==> config.mk <==
export PLATFORM = sky130hd
export DESIGN_NAME = mesi_snoop_bus_ctrl
export DESIGN_NICKNAME = d
export VERILOG_FILES = /design/src/rtl/mesi_snoop_bus_ctrl.sv
export SDC_FILE = /design/constraint.sdc
export NUM_CORES = 1
export LEC_CHECK = 0
export ABC_AREA = 1
export CAP_MARGIN = 20
export CORE_AREA = 3 3 80 82
export CTS_CLUSTER_DIAMETER = 150
export DETAILED_ROUTE_END_ITERATION = 8
export DIE_AREA = 0 0 83 85
export DONT_BUFFER_PORTS = 1
export RECOVER_POWER = 50
export SLEW_MARGIN = 0
export SYNTH_ARGS = -nofsm -noshare
export SYNTH_HDL_FRONTEND = slang
export SYNTH_SLANG_ARGS = --single-unit
==> constraint.sdc <==
create_clock -name clk -period 1.8 [get_ports clk]
set_clock_uncertainty 0.05 [all_clocks]
set_input_delay 0.18 -clock clk [delete_from_list [all_inputs] [get_ports clk]]
set_output_delay 0.18 -clock clk [all_outputs]
set_load 0.01 [all_outputs]
==> src/rtl/mesi_snoop_bus_ctrl.sv <==
// Snooping-bus controller: arbitrates BusRd/BusRdX/BusUpgr from NUM_CACHES MESI caches and sequences snoop/flush/fill.
// Define MESI_BUS_FIXED_PRIO_EN for fixed lowest-index-wins arbitration instead of round-robin.
module mesi_snoop_bus_ctrl #(
  parameter int unsigned NUM_CACHES  = 4,
  parameter int unsigned MEM_LATENCY = 4
) (
  input  logic                  clk,
  input  logic                  rstb,
  input  logic [NUM_CACHES-1:0] BusRd_out,
  input  logic [NUM_CACHES-1:0] BusRdX_out,
  input  logic [NUM_CACHES-1:0] BusUpgr_out,
  input  logic [NUM_CACHES-1:0] Flush,
  input  logic [NUM_CACHES-1:0] Shared,
  output logic [NUM_CACHES-1:0] BusRd_in,
  output logic [NUM_CACHES-1:0] BusRdX_in,
  output logic [NUM_CACHES-1:0] BusUpgr_in,
  output logic [NUM_CACHES-1:0] C_in,
  output logic [NUM_CACHES-1:0] grant,
  output logic [NUM_CACHES-1:0] xfer_done,
  output logic                  mem_rd,
  output logic                  busy,
  output logic                  protocol_err
);
  localparam int unsigned IDXW = $clog2(NUM_CACHES);

  typedef enum logic [2:0] {S_IDLE, S_BCAST, S_SNOOP, S_MEM, S_DONE} state_t;
  typedef enum logic [1:0] {CMD_RD, CMD_RDX, CMD_UPGR} cmd_t;

  state_t                state;
  cmd_t                  cmd;
  logic [3:0]            mem_cnt;
  logic [NUM_CACHES-1:0] req;
  logic [NUM_CACHES-1:0] pick_oh;
  logic [NUM_CACHES-1:0] snoop_shared;
  logic [NUM_CACHES-1:0] snoop_flush;
  logic [IDXW-1:0]       pick_idx;
  logic [IDXW-1:0]       scan;
  logic                  pick_valid;
`ifndef MESI_BUS_FIXED_PRIO_EN
  logic [IDXW-1:0]       rr_ptr;
  logic [IDXW-1:0]       win;
`endif

  always_comb begin
    req        = BusRd_out | BusRdX_out | BusUpgr_out;
    pick_valid = 1'b0;
    pick_idx   = '0;
    scan       = '0;
    for (int unsigned i = 0; i < NUM_CACHES; i++) begin
`ifdef MESI_BUS_FIXED_PRIO_EN
      scan = IDXW'(i);
`else
      scan = IDXW'((i + 32'(rr_ptr)) % NUM_CACHES);
`endif
      if (!pick_valid && req[scan]) begin
        pick_valid = 1'b1;
        pick_idx   = scan;
      end
    end
    pick_oh = '0;
    if (pick_valid) pick_oh[pick_idx] = 1'b1;
    // grant is the one-hot owner, so it doubles as the self-snoop mask
    snoop_shared = Shared & ~grant;
    snoop_flush  = Flush & ~grant;
  end

  always_ff @(posedge clk or negedge rstb) begin
    if (!rstb) begin
      state        <= S_IDLE;
      cmd          <= CMD_RD;
      mem_cnt      <= '0;
      BusRd_in     <= '0;
      BusRdX_in    <= '0;
      BusUpgr_in   <= '0;
      C_in         <= '0;
      grant        <= '0;
      xfer_done    <= '0;
      mem_rd       <= 1'b0;
      busy         <= 1'b0;
      protocol_err <= 1'b0;
`ifndef MESI_BUS_FIXED_PRIO_EN
      rr_ptr       <= '0;
      win          <= '0;
`endif
    end else begin
      xfer_done <= '0;
      unique case (state)
        S_IDLE: if (pick_valid) begin
          grant <= pick_oh;
          busy  <= 1'b1;
          state <= S_BCAST;
`ifndef MESI_BUS_FIXED_PRIO_EN
          win   <= pick_idx;
`endif
          if (BusRdX_out[pick_idx]) begin
            cmd       <= CMD_RDX;
            BusRdX_in <= ~pick_oh;
          end else if (BusUpgr_out[pick_idx]) begin
            cmd        <= CMD_UPGR;
            BusUpgr_in <= ~pick_oh;
          end else begin
            cmd      <= CMD_RD;
            BusRd_in <= ~pick_oh;
          end
        end
        S_BCAST: begin
          BusRd_in   <= '0;
          BusRdX_in  <= '0;
          BusUpgr_in <= '0;
          state      <= S_SNOOP;
        end
        S_SNOOP: begin
          C_in <= (snoop_shared != '0) ? grant : '0;
          if ((snoop_flush & (snoop_flush - 1'b1)) != '0) protocol_err <= 1'b1;
          // xfer_done is raised on entry so the pulse coincides with the DONE cycle
          if (snoop_flush != '0 || cmd == CMD_UPGR) begin
            xfer_done <= grant;
            state     <= S_DONE;
          end else begin
            mem_cnt <= 4'(MEM_LATENCY);
            mem_rd  <= 1'b1;
            state   <= S_MEM;
          end
        end
        S_MEM: begin
          if (mem_cnt == 4'd1) begin
            mem_cnt   <= '0;
            mem_rd    <= 1'b0;
            xfer_done <= grant;
            state     <= S_DONE;
          end else begin
            mem_cnt <= mem_cnt - 4'd1;
          end
        end
        S_DONE: begin
          grant <= '0;
          C_in  <= '0;
          busy  <= 1'b0;
          state <= S_IDLE;
`ifndef MESI_BUS_FIXED_PRIO_EN
          rr_ptr <= (32'(win) == NUM_CACHES - 1) ? '0 : win + IDXW'(1);
`endif
        end
        default: state <= S_IDLE;
      endcase
    end
  end
endmodule

Yosys cells after proc, flatten, opt, wreduce, memory -nomap -nowiden
Index checks and enable logic that the tools add are counted.

word-level totals
  flip-flop bits (word level) = 40
  bits in latches = 0
  RAM bits = 0
  ROM bits = 0
  input bits = 22
  output and inout port bits = 27
  logic and storage cells = 128
  memories = 0

operators by class
  add/subtract/negate cells = 6
  multiply operators = 0
  div/mod/pow operators = 0
  order comparisons = 6
  equal/unequal tests = 14
  shift-type cells = 0
  muxes and demuxes = 56
  bitwise logic cells = 7
  reduce and logical (&&, ||, !) cells = 25

operators with widths
  kind                 count
  $mux 4               15
  $pmux 4 s2           7
  $lt 2x3->1 const B   5
  $mux 1               14
  $mux 2               7
  $ne 2x2->1 const B   7
  $and 4x4->4          3
  $bmux 1 s2           6
  $pmux 3 s4           1
  $reduce_bool 4->1    3
  $reduce_and 2->1     5
  $mux 3               3
  $not 4->4            2
  $or 4x4->4           2
  $reduce_and 4->1     2
  $reduce_bool 2->1    4
  $sub 4x1->4 const B  2
  $eq 3x2->1 const B   2
  $reduce_and 3->1     2
  $add 2x2->2 const A  2
  $eq 2x2->1 const B   2
  $eq 4x1->1 const B   1
  $logic_and 1x1->1    4
  $pmux 1 s2           2
  9 further kinds      11

Logic depth before layout (Yosys ltp)
  depth in word-level cells = 24
  mapped depth = 20
  gate-level depth less buffers = 19

Worst setup path after synthesis
OpenSTA, ideal clock, no wires.

  path kind = register to register
  from = reg rr_ptr[0]
  to = reg BusUpgr_in[0]
  setup time = 117 ps
  arrival = 1,802 ps
  data required time = 1,633 ps
  path slack = -168 ps
  cell stages (with the launch flop) = 18
  path buffers = 1
  clock period less this slack = 1,968 ps
  cells stage by stage = dfrtp_1 -> buf_6 -> inv_4 -> nand3_2 -> nand3_2 -> nand2_4 -> nor2_8 -> nand3_4 -> nand2_4 -> nand2_4 -> nand2_1 -> nand2_1 -> nand2_1 -> nand2_2 -> a21oi_4 -> nand2_4 -> nand2_1 -> nand2_1

on the way
  longest elaborated chain between the ends = 22
  elaborated cells between the ends (all ways) = 44
  those cells by class = add/sub: 3; order compare: 2; eq/ne: 3; mux: 27; bitwise: 1; reduce/logical: 8

ends and longest elaborated chain
  item                                                                 line  RTL
  start, declared                                                      40    logic [IDXW-1:0] rr_ptr;
  start signal, assigned                                               141   rr_ptr <= (32'(win) == NUM_CACHES - 1) ? '0 : win + IDXW'(1);
  parallel branches: the longest is 22 deep, another holds $lt 2x3->1  --
  end signal, assigned                                                 100   BusUpgr_in <= ~pick_oh;
  end, declared                                                        16    output logic [NUM_CACHES-1:0] BusUpgr_in,

Parallel ways; which one is timed is not known. The select of a mux whose other input is x is not followed.
A chain may end at the register's enable or synchronous reset.

Worst setup path after layout
  from = reg rr_ptr[0]
  to = reg BusUpgr_in[2]

Same word-level chain as after synthesis.

==> flow_metrics.env <==
export IMPL_antenna_found_initial=0
export IMPL_ys_ff_latch=40
export IMPL_place_ws_ns=-0.4704
export IMPL_die_x_um=83
export IMPL_critPathBufInv=2
export IMPL_place_gp_congestion=0.8359
export IMPL_dp_hpwl_mm=3.948
export IMPL_outcome="finished, violations left"
export IMPL_drt_total_wl_mm=5.565
export IMPL_critical_path_reg2reg_startpoint="rr_ptr[0]"
export IMPL_finalCriticalPeriod_ns=2.189
export IMPL_start_kind="register"
export IMPL_syn_num_nets=300
export IMPL_wire_per_inst_um=14.20
export IMPL_synth_area_um2=2258
export IMPL_die_h_um=85
export IMPL_dieArea_um2=7055
export IMPL_final_common_cell="nand2_1"
export IMPL_htreeDepth=2
export IMPL_finalMaxSlewViolations=0
export IMPL_clock_sinks=40
export IMPL_finalPower_uw=6551
export IMPL_nFillCells=567
export IMPL_cts_tree="yes"
export IMPL_fin_crit_sh=1.216
export IMPL_hold_violations=0
export IMPL_grtUsageTotal=0.1630
export IMPL_grt_max_degree=41
export IMPL_grt_ovfl_total=0
export IMPL_path_cells="buf_6 > inv_8 > nand3_4 > nand3_4 > nand2_4 > nor2_8 > nand3_4 > nand2_4 > nand2_4 > nand2_2 > nand2_2 > nand2_4 > nand2_4 > a21oi_4 > nand2_4 > nand2_2 > nand2_1"
export IMPL_placementRows=28
export IMPL_cts_inserted_buffers=5
export IMPL_crit_required_ns=1.94
export IMPL_core_um2=5816
export IMPL_synth_cells=275
export IMPL_hp_start="Shared[3]"
export IMPL_io_pins=49
export IMPL_cp_arrival_ns=2.33
export IMPL_vias=1912
export IMPL_clkTransAtPathRegs_ns=0.08
export IMPL_fmax_ghz=0.4568
export IMPL_grt_pass1_vias=1963
export IMPL_drv_cap=0
export IMPL_critPathMaxStageDelay_ns=0.44
export IMPL_ys_types=32
export IMPL_slowest_stage="dfrtp_2"
export IMPL_crit_type="reg2reg"
export IMPL_setup_viol=21
export IMPL_hold_class="in2reg"
export IMPL_ys_seq_area_frac=0.4432
export IMPL_initial_core_util=0.3883
export IMPL_setup_ws_ns=-0.3891
export IMPL_leakage_uw=0.001473
export IMPL_areaGrowthSynthToFinish_pct=29.14
export IMPL_rsz0062_at_grt="yes"
export IMPL_clk_insertion_delay_late_ns=0.30
export IMPL_diodes=0
export IMPL_finalNetCount=341
export IMPL_drtIter0Drc=58
export IMPL_critPathTopFamily="simple AND/OR/NAND/NOR gates"
export IMPL_tightest_slew_ns=0.9768
export IMPL_avgSynthCellArea_um2=8.212
export IMPL_cts_root_buf="clkbuf_8"
export IMPL_grt_pass1_wl_mm=9.480
export IMPL_ir_worst_vdd_v=0.0007058
export IMPL_fin_hold_ws_ns=0.1025
export IMPL_synth_warning_count=0
export IMPL_viasPerCell=4.878
export IMPL_violations="setup timing"
export IMPL_firstDrtPassIters=4
export IMPL_remaining_drc_errors=0
export IMPL_crit_fanout=7
export IMPL_io_buffer_count=0
export IMPL_clockBufferDepth=2
export IMPL_drtAntennaViolNets=0
export IMPL_mostFrequentLayoutCells="nand2_1, dfrtp_1, inv_1, buf_4, nand3_1"
export IMPL_cpMostUsedCell="nand2_4"
export IMPL_power_density_nw_per_um2=2246
export IMPL_end_kind="register"
export IMPL_layout_drive_gt1_share=0.3407
export IMPL_cp_startpoint="rr_ptr[0]"
export IMPL_slew_limit_headroom=0.3488
export IMPL_regToRegSetupSlack_ns=-0.39
-- timing repair --
| action | CTS | global route |
|---|---|---|
| setup buffers | 10 | 4 |
| hold buffers | 2 | 0 |
| pin swaps | 12 | 21 |
| gates cloned | 1 | 0 |
| gates resized for setup | 31 | 28 |
| endpoints found under the setup margin | 22 | 21 |
| hold endpoints to repair | 40 | 0 |
-- flip-flops by register name, summed over array words and instances, names as in the netlist, 2 cells and up --
name / flops
state: 3
BusRd_in: 4
mem_cnt: 4
BusUpgr_in: 4
win: 2
xfer_done: 4
rr_ptr: 2
C_in: 4
cmd: 2
BusRdX_in: 4
grant: 4
-- layout make-up --
type / instances / area, um2 / share of cell area
multi-input cells: 197 / 1296 / 0.4444
flip-flops and latches: 40 / 1003 / 0.3441
repair buffers: 35 / 281.5 / 0.09653
inverters: 37 / 153.9 / 0.05277
well taps: 75 / 93.84 / 0.03218
clock buffers: 5 / 68.82 / 0.02360
clock inverters: 3 / 18.77 / 0.006435
-- where the power goes --
part           internal (uW)  total, uW  switching (uW)
combinational           1780       4200            2420
clock                    270        605             334
sequential              1320       1750             430
total                   3370       6550            3180
-- worst paths after layout --
kind	depth (start not counted)	to
worst min-delay path	4	C_in[0]
worst max register to register	17	BusUpgr_in[2]
max in group asynchronous	2	rr_ptr[0]
worst min register to register	1	rr_ptr[0]
worst max-delay path	17	BusUpgr_in[2]
min in group asynchronous	2	mem_rd
-- cells in the mapped netlist --
cell type  instances  share of area
a21o_1             1         0.0033
a21oi_1            7          0.016
a21oi_4            1         0.0072
a22o_1             1         0.0039
a31oi_1            1         0.0028
buf_6              2          0.010
dfrtp_1           40           0.44
ha_1               3          0.017
inv_1             34          0.057
inv_2              2         0.0033
inv_4              1         0.0028
nand2_1           72           0.12
nand2_2            9          0.025
nand2_4            8          0.040
nand3_1           32          0.071
nand3_2            6          0.027
nand3_4            1         0.0078
nand3b_1           2         0.0066
nand4_1            1         0.0028
nor2_1            22          0.037
nor2_2             1         0.0028
nor2_4             1         0.0050
nor2_8             1         0.0089
nor3_1             1         0.0022
o21ai_0           11          0.024
o21ai_1            2         0.0044
o22ai_1            5          0.014
o31ai_1            2         0.0066
o32ai_1            1         0.0039
xnor2_2            1         0.0072
xor2_1             2         0.0078
xor2_4             1          0.012
-- metal layers --
layer	wire [um]	share of wire	track usage
met1	2520	0.45	0.2116
met2	2716	0.49	0.2690
met3	221	0.040	0.03301
met4	106	0.019	0.06241
met5	0	0	0
-- cells by family after synthesis --
group | share of synthesized area
flip-flops | 0.4432
AO/OA/AOI/OAI | 0.08587
AND/OR/NAND/NOR | 0.3546
adder cells (fa/ha/maj) | 0.01662
buffers and inverters | 0.07258
XOR/XNOR | 0.02715
-- per-stage QoR --
| stage | std cells | instance area (um2) | utilization | setup TNS (ns) |
|---|---|---|---|---|
| floorplan | 275 | 2268 | - | -1.585 |
| global placement | 370 | 2505 | 0.4307 | -6.827 |
| detailed placement | 370 | 2505 | 0.4307 | -7.716 |
| CTS | 390 | 2819 | 0.4847 | -4.807 |
| global route | 392 | 2917 | 0.5015 | -8.300 |
| finish | 392 | 2917 | 0.5015 | -5.401 |
-- worst register-to-register path: cells and delay by family (launching register included) --
| kind | cells | cell delay (ns) |
|---|---|---|
| and+or+nand+nor | 14 | 1.17 |
| DFF | 1 | 0.44 |
| AOI/OAI and AO/OA | 1 | 0.22 |
| buffers and inverters | 2 | 0.21 |
No activity file was read; power rests on OpenSTA's default activity.
